File: src/rtl/fir_ctrl_pkg.sv
// Shared types, default parameters and helpers for the FIR coefficient
// sequencing front-end.
package fir_ctrl_pkg;

    localparam int CLK_DIV_DEF   = 20;
    localparam int ADDR_W_DEF    = 6;
    localparam int DATA_W_DEF    = 16;
    localparam int MAX_COEFF_DEF = 40;

    typedef enum logic [1:0] {
        IDLE = 2'd0,
        LOAD = 2'd1,
        HOLD = 2'd2,
        TAIL = 2'd3
    } ctrlState_e;

    // A tap count is usable only if it is non-zero and fits the coefficient RAM.
    function automatic logic isLegalCount(input int num, input int maxCoeff);
        return (num >= 1) && (num <= maxCoeff);
    endfunction

endpackage

File: src/rtl/fir_sample_strobe_gen.sv
// Free-running clock divider producing the one-cycle FIR sample strobe;
// strobes that land while iGate is high are dropped, never deferred.
module fir_sample_strobe_gen #(
    parameter int CLK_DIV = 20
) (
    input  logic iClk12M,
    input  logic iRsn,
    input  logic iGate,
    output logic oEnSample600k
);

    localparam int CNT_W = (CLK_DIV > 1) ? $clog2(CLK_DIV) : 1;
    localparam logic [CNT_W-1:0] CNT_LAST = CNT_W'(CLK_DIV - 1);

    logic [CNT_W-1:0] divCntReg;

    always_ff @(posedge iClk12M or negedge iRsn) begin
        if (!iRsn) begin
            divCntReg     <= '0;
            oEnSample600k <= 1'b0;
        end else begin
            oEnSample600k <= (divCntReg == CNT_LAST) && !iGate;
            divCntReg     <= (divCntReg == CNT_LAST) ? '0 : divCntReg + CNT_W'(1);
        end
    end

endmodule

File: src/rtl/fir_coeff_seq_ctrl.sv
// Coefficient-load sequencer for the FIR: streams host words into the
// coefficient RAM and gates the 600 kHz sample strobe during updates.
module fir_coeff_seq_ctrl
    import fir_ctrl_pkg::*;
#(
    parameter int CLK_DIV   = CLK_DIV_DEF,
    parameter int ADDR_W    = ADDR_W_DEF,
    parameter int DATA_W    = DATA_W_DEF,
    parameter int MAX_COEFF = MAX_COEFF_DEF
) (
    input  logic              iClk12M,
    input  logic              iRsn,
    input  logic              iUpdReq,
    input  logic [ADDR_W-1:0] iUpdNum,
    input  logic              iUpdAbort,
    input  logic              iCoefValid,
    input  logic [DATA_W-1:0] iCoefData,
    output logic              oCoefReady,
    output logic              oEnSample600k,
    output logic              oCoeffUpdateFlag,
    output logic [ADDR_W-1:0] oAddrRam,
    output logic [DATA_W-1:0] oWrDtRam,
    output logic [ADDR_W-1:0] oNumOfCoeff,
    output logic              oBusy,
    output logic              oDone,
    output logic              oErr
);

    ctrlState_e        stateReg, stateNext;
    logic [ADDR_W-1:0] addrCntReg, addrCntNext;
    logic [ADDR_W-1:0] numReqReg, numReqNext;
    logic              wrEn;
    logic              doneNext;
    logic              errNext;

    // Flag is decoded straight from the state register so an async reset drops it at once.
    assign oCoeffUpdateFlag = (stateReg != IDLE);
    assign oBusy            = (stateReg != IDLE);
    assign oCoefReady       = (stateReg == LOAD);

    always_comb begin
        stateNext   = stateReg;
        addrCntNext = addrCntReg;
        numReqNext  = numReqReg;
        wrEn        = 1'b0;
        doneNext    = 1'b0;
        errNext     = 1'b0;
        case (stateReg)
            IDLE: begin
                if (iUpdReq) begin
                    if (isLegalCount(int'(iUpdNum), MAX_COEFF)) begin
                        numReqNext  = iUpdNum;
                        addrCntNext = '0;
                        stateNext   = LOAD;
                    end else begin
                        errNext = 1'b1;
                    end
                end
            end
            LOAD: begin
                // Abort takes priority over a word offered in the same cycle.
                if (iUpdAbort) begin
                    errNext   = 1'b1;
                    stateNext = IDLE;
                end else if (iCoefValid) begin
                    wrEn      = 1'b1;
                    stateNext = HOLD;
                end
            end
            HOLD: begin
                if (iUpdAbort) begin
                    errNext   = 1'b1;
                    stateNext = IDLE;
                end else if (addrCntReg == numReqReg - ADDR_W'(1)) begin
                    stateNext = TAIL;
                end else begin
                    addrCntNext = addrCntReg + ADDR_W'(1);
                    stateNext   = LOAD;
                end
            end
            TAIL: begin
                doneNext  = 1'b1;
                stateNext = IDLE;
            end
            default: stateNext = IDLE;
        endcase
    end

    always_ff @(posedge iClk12M or negedge iRsn) begin
        if (!iRsn) begin
            stateReg    <= IDLE;
            addrCntReg  <= '0;
            numReqReg   <= '0;
            oAddrRam    <= '0;
            oWrDtRam    <= '0;
            oNumOfCoeff <= ADDR_W'(MAX_COEFF);
            oDone       <= 1'b0;
            oErr        <= 1'b0;
        end else begin
            stateReg   <= stateNext;
            addrCntReg <= addrCntNext;
            numReqReg  <= numReqNext;
            oDone      <= doneNext;
            oErr       <= errNext;
            if (wrEn) begin
                oAddrRam <= addrCntReg;
                oWrDtRam <= iCoefData;
            end
            if (doneNext) begin
                oNumOfCoeff <= numReqReg;
            end
        end
    end

    fir_sample_strobe_gen #(
        .CLK_DIV(CLK_DIV)
    ) uStrobeGen (
        .iClk12M      (iClk12M),
        .iRsn         (iRsn),
        .iGate        (oCoeffUpdateFlag),
        .oEnSample600k(oEnSample600k)
    );

endmodule

File: config.mk
export PLATFORM = sky130hd
export DESIGN_NAME = fir_coeff_seq_ctrl
export DESIGN_NICKNAME = d
export VERILOG_FILES = /design/src/rtl/fir_ctrl_pkg.sv /design/src/rtl/fir_sample_strobe_gen.sv /design/src/rtl/fir_coeff_seq_ctrl.sv
export SDC_FILE = /design/constraint.sdc
export NUM_CORES = 1
export LEC_CHECK = 0
export BUFFER_PORTS_ARGS = -buffer_cell sky130_fd_sc_hd__buf_2
export CAP_MARGIN = 20
export CORE_ASPECT_RATIO = 1.75
export CORE_MARGIN = 5
export CORE_UTILIZATION = 45
export CTS_CLUSTER_SIZE = 20
export DETAILED_ROUTE_END_ITERATION = 10
export GPL_TIMING_DRIVEN = 0
export PLACE_DENSITY = 0.69
export SKIP_CTS_REPAIR_TIMING = 1
export SYNTH_ARGS = -nofsm -noshare
export SYNTH_HDL_FRONTEND = slang
export SYNTH_HIERARCHICAL = 1
export SYNTH_SLANG_ARGS = --single-unit
export TNS_END_PERCENT = 20
File: constraint.sdc
create_clock -name iClk12M -period 1.6 [get_ports iClk12M]
set_input_delay 0.16 -clock iClk12M [delete_from_list [all_inputs] [get_ports iClk12M]]
set_output_delay 0.16 -clock iClk12M [all_outputs]
set_load 0.05 [all_outputs]
Word level (Yosys, flattened, before mapping)
Cells that the tools add are included.
{ "totals": {"register_bits": 50, "inputBits": 27, "output_inout_bits": 34, "elab_cells": 56} }
{ "classes": {"addsub": 3, "magnitude_cmp": 2, "n_eq_ne": 10, "mux": 21, "n_reduce_logical": 10} }
{ "op_table": {"columns": ["operator", "n"], "rows": [
  ["$mux 6", 4],
  ["$mux 2", 6],
  ["$pmux 6 s2", 1],
  ["$ne 2x2->1 const B", 4],
  ["$pmux 2 s4", 1],
  ["$mux 1", 7],
  ["$add 6x1->6 const B", 1],
  ["$eq 6x6->1", 1],
  ["$ge 6x1->1 const B", 1],
  ["$le 6x6->1 const B", 1],
  ["$reduce_and 3->1", 2],
  ["$sub 6x1->6 const B", 1],
  ["$add 5x1->5 const B", 1],
  ["$eq 5x5->1 const B", 1],
  ["$mux 5", 1],
  ["$reduce_and 5->1", 1],
  ["$eq 2x2->1 const B", 2],
  ["$reduce_bool 2->1", 2],
  ["$ne 3x3->1 const B", 1],
  ["$eq 2x1->1 const B", 1],
  ["$logic_and 1x1->1", 2],
  ["$logic_not 2->1", 1],
  ["$pmux 1 s2", 1],
  ["$reduce_or 2->1", 1],
  ["$logic_not 1->1", 1]
]} }

Depth between registers and ports, before layout
{ "depth": {"word_depth": 5, "mapped_depth": 7, "depth_no_buf": 7} }

By module
Netlist, hierarchy kept.
{ "by_module_without_submodules": {"columns": ["module", "n_inst", "cells_per_inst", "area_each_um2", "seq_area_each_um2"], "rows": [
  ["fir_coeff_seq_ctrl", 1, 166, 2094.5, 1103.6],
  ["fir_sample_strobe_gen", 1, 20, 250.2, 150.1]
]} }

Least setup slack after synthesis
Ideal clock, no wire load.
{ "synth_path": {"path_type": "reg-to-reg", "start": "register stateReg[1]", "end": "register oWrDtRam[10]", "setup_time_ns": 0.125, "t_arrival_ns": 1.889, "t_required_ns": 1.475, "slack_ns": -0.414, "stages_incl_launch_ff": 7, "n_path_buf": 1, "synth_period_minus_slack_ns": 2.014, "cell_sequence": "dfrtp_1 inv_1 ha_1 nor2b_1 nand2_1 buf_1 mux2_2"} }
{ "synth_via": {"elab_chain_len": 2} }
{ "synth_lines": {"columns": ["item", "line", "rtl"], "rows": [
  ["start, declared", "fir_coeff_seq_ctrl.sv:29", "ctrlState_e stateReg, stateNext;"],
  ["start signal, assigned", "fir_coeff_seq_ctrl.sv:100", "stateReg <= stateNext;"],
  ["$eq 2x1->1", null, null],
  ["net oCoefReady", "fir_coeff_seq_ctrl.sv:18", "output logic oCoefReady,"],
  ["$mux 1", "fir_coeff_seq_ctrl.sv:48", "case (stateReg)"],
  ["end signal, assigned", "fir_coeff_seq_ctrl.sv:107", "oWrDtRam <= iCoefData;"],
  ["end, declared", "fir_coeff_seq_ctrl.sv:22", "output logic [DATA_W-1:0] oWrDtRam,"]
]} }
The timed path passes the listed nets, and every way through them passes these cells.
A chain may end at the register's enable or synchronous reset.

Worst setup path in the final report
{ "layout_path": {"start": "register numReqReg[1]", "end": "register addrCntReg[4]"} }
{ "layout_via": {"elab_chain_len": 4} }
{ "layout_lines": {"columns": ["item", "line", "rtl"], "rows": [
  ["start, declared", "fir_coeff_seq_ctrl.sv:31", "logic [ADDR_W-1:0] numReqReg, numReqNext;"],
  ["start signal, assigned", "fir_coeff_seq_ctrl.sv:102", "numReqReg <= numReqNext;"],
  ["$sub 6x1->6", "fir_coeff_seq_ctrl.sv:74", "end else if (addrCntReg == numReqReg - ADDR_W'(1)) begin"],
  ["$eq 6x6->1", "fir_coeff_seq_ctrl.sv:74", null],
  ["$ne 2x2->1 (no source line)", null, null],
  ["$reduce_and 5->1 (no source line)", null, null],
  ["end signal, assigned", "fir_coeff_seq_ctrl.sv:101", "addrCntReg <= addrCntNext;"],
  ["end, declared", "fir_coeff_seq_ctrl.sv:30", "logic [ADDR_W-1:0] addrCntReg, addrCntNext;"]
]} }
Every way passes these cells.

==> run metrics <==
HPWL reported at the end of detailed placement=3460 um; Avg Synthesized Cell Area=between 10 and 15 um^2; hold endpoint=oWrDtRam[0]; synthesized flop and latch total=50; Post-Syn Nets=approximately 220; top cells by area in the synthesized netlist=sky130_fd_sc_hd__dfrtp_1 51%, sky130_fd_sc_hd__mux2_2 13%, sky130_fd_sc_hd__ha_1 4.3%; worst min path class=in -> reg; Clock Root Buffer=sky130_fd_sc_hd__clkbuf_8; master of the slowest instance on the critical path=sky130_fd_sc_hd__dfrtp_2; areal power density over the cells=roughly 2000 nW/um^2; DR vias=around 1700; final clock skew=7.59 ps; clock slew at reported path FFs=approximately 100 ps; worst setup slack after layout=-261 ps; result of the run=complete, but fails checks; count of antenna diodes in the layout=0; kind of launch point of the worst setup path=flop; area added between synthesis and finish=27.6%; Hold Crit Start=iCoefData[0]; post-route clock period utilization=1.16; CTS tree=built; GRT Total Usage=0.147; Antenna Nets Post-Route=0; maximum vdd ir drop=between 1 and 1.5 mV; placed insts=300; Max clock buf depth=2; final worst path period need=1860 ps; final setup violation count=15; measured slew at the worst slew-check pin=415 ps; Hold Crit Depth=2; type of element capturing the critical path=flop; pre-CTS setup slack=-315 ps; grt ovf=0; setup repair after global routing missed its margin=true; violated checks=negative setup slack; total negative setup slack=-1670 ps; worst-skew pair later-pin latency=310 ps; worst relative slew slack=0.723; commonest non-fill, non-tap cells in the layout=60 x sky130_fd_sc_hd__buf_2, 45 x sky130_fd_sc_hd__dfrtp_1, 27 x sky130_fd_sc_hd__mux2_2; Nets=a little under 300; arrival time of the worst setup path=2110 ps; DRC errors left=0; width of the die=between 60 and 70 um; fraction of post-synthesis cell area in the top cell type by area=0.512; Final Hold Violating Endpoints=0; critical path class=reg -> reg; maximum cell stage delay along the critical path=460 ps; most used cell, CP=sky130_fd_sc_hd__nand3_1; die area=6810 um^2; starting utilization of the core area=0.467; path depth of the worst reg2reg path=9; highest attainable clock frequency=0.537 GHz; number of antenna violations at the first check in global routing=0; number of standard cells in the layout, taps in and fillers out=314; worst reg2reg setup slack=-260 ps; endpoint of the most critical register-to-register path=addrCntReg[4]; maximum fanout along the worst path=5; drt pass-1 iters=4; most common library cell in the layout ignoring fill and taps=sky130_fd_sc_hd__buf_2; TritonCTS buffer count=5; gp weighted congestion=0.764; post-synthesis cell type count=44; warning count from the yosys run=6; fraction of the core area covered by cells at the end of the flow=0.596; ordered cell list for the critical path=inv_2 > ha_4 > xor2_1 > nand3_1 > a211oi_4 > buf_6 > buf_4 > or4_1 > nand3_1; vertical die dimension=105 um; Syn Inst Count=~190; core area=between 5000 and 6000 um^2; Worst Path Required=1850 ps; total I/O pin count=61; DRT Wirelength=around 4700 um; max-slew violation count=0; count of clock tree sinks=50; number of H-tree branching levels=2; Port-buffer cells=60; Post-Synthesis Cell Area=2340 um^2; fraction of registers with async set/reset=1.00; via density per instance=between 5 and 6; number of flops mapped to enable cells by yosys=0; launch point of the worst reg-to-reg path=numReqReg[1]; cell accounting for the most synthesized area=sky130_fd_sc_hd__dfrtp_1; first-pass GRT wire length=7950 um; pin count of the biggest net entering global routing=51; Iter 0 DRT Violations=24; fillers=430; layout cell share with drive strength beyond 1=0.535; vias in the first global route=between 1500 and 2000; LEAKAGE=1.39 nW; Maximum Capacitance Violations=0; leading register cell type out of synthesis=sky130_fd_sc_hd__dfrtp_1; average wire per standard cell=15.0 um; share of the yosys chip area belonging to registers=0.535; Std-Cell Rows=34
[state kept, by name (all words and copies together) (netlist names)]
name                      count
uStrobeGen/oEnSample600k      1
uStrobeGen/divCntReg          5
oNumOfCoeff                   6
numReqReg                     6
oDone                         1
oWrDtRam                     16
oErr                          1
addrCntReg                    6
stateReg                      2
oAddrRam                      6
[critical path, delay by kind of cell (launching register included)]
family                     cells  cell delay, ps
adders and majority gates      1             190
DFF                            1             460
AOI/OAI and AO/OA              1              60
and+or+nand+nor                3             610
buffers and inverters          3             340
xor gates and xnor gates       1             150
[metal layers]
| metal | wire [um] | GRT usage |
|---|---|---|
| met5 | 0 | 0 |
| met4 | 86 | 0.0605 |
| met3 | 239 | 0.0330 |
| met2 | 2550 | 0.271 |
| met1 | 1830 | 0.158 |
[synthesized netlist by cell type, types with 3 or more instances]
master and n:
sky130_fd_sc_hd__dfrtp_1 48, sky130_fd_sc_hd__mux2_2 27, sky130_fd_sc_hd__nand2_1 14, sky130_fd_sc_hd__inv_1 10, sky130_fd_sc_hd__ha_1 8, sky130_fd_sc_hd__mux2_1 6
sky130_fd_sc_hd__nand3_1 6, sky130_fd_sc_hd__a21oi_1 5, sky130_fd_sc_hd__xor2_1 5, sky130_fd_sc_hd__nor3_1 4, sky130_fd_sc_hd__nand2b_1 3, sky130_fd_sc_hd__o211ai_1 3
sky130_fd_sc_hd__o21ai_0 3, sky130_fd_sc_hd__or4_1 3, sky130_fd_sc_hd__xnor2_1 3
[area by class of cell]
class | count | area [um^2] | share of cell area
Tap cell | 54 | 67.6 | 0.0226
Clock buffer | 5 | 68.8 | 0.0230
Multi-Input combinational cell | 121 | 1130 | 0.377
Sequential cell | 50 | 1260 | 0.420
Timing Repair Buffer | 66 | 368 | 0.123
Clock inverter | 3 | 23.8 | 0.00795
Buffer | 5 | 37.5 | 0.0125
Inverter | 10 | 41.3 | 0.0138
[stage by stage]
stage	area, um^2	hold WS, ps	total power (W)
6_report	2990	76.6	0.00587
5_1_grt	2990	66.7	0.00625
4_1_cts	2860	63.8	0.00577
3_5_place_dp	2770	396	0.00499
3_3_place_gp	2770	387	0.00494
2_1_floorplan	2400	-136	0.00434
[how the worst max path moves through the flow]
stage,from,end
after floorplan,numReqReg[0],addrCntReg[2]
after global routing,numReqReg[1],stateReg[1]
after global placement,numReqReg[0],addrCntReg[0]
after CTS,numReqReg[1],stateReg[1]
final,numReqReg[1],addrCntReg[4]
after detailed placement,numReqReg[0],addrCntReg[1]
[cells by family after synthesis]
kind of cell | count (synthesis) | synth area share
AOI/OAI and AO/OA | 25 | 0.0843
and+or+nand+nor | 45 | 0.114
xor gates and xnor gates | 8 | 0.0299
adders and majority gates | 8 | 0.0427
muxes | 35 | 0.167
DFF | 50 | 0.535
buffers and inverters | 15 | 0.0272
[power breakdown]
group          total [W]  switching, W  internal, W
Clock           0.000760      0.000447     0.000313
Combinational    0.00310       0.00209      0.00101
Sequential       0.00201      0.000293      0.00172
Note: power is estimated with default switching activity, not from simulation.
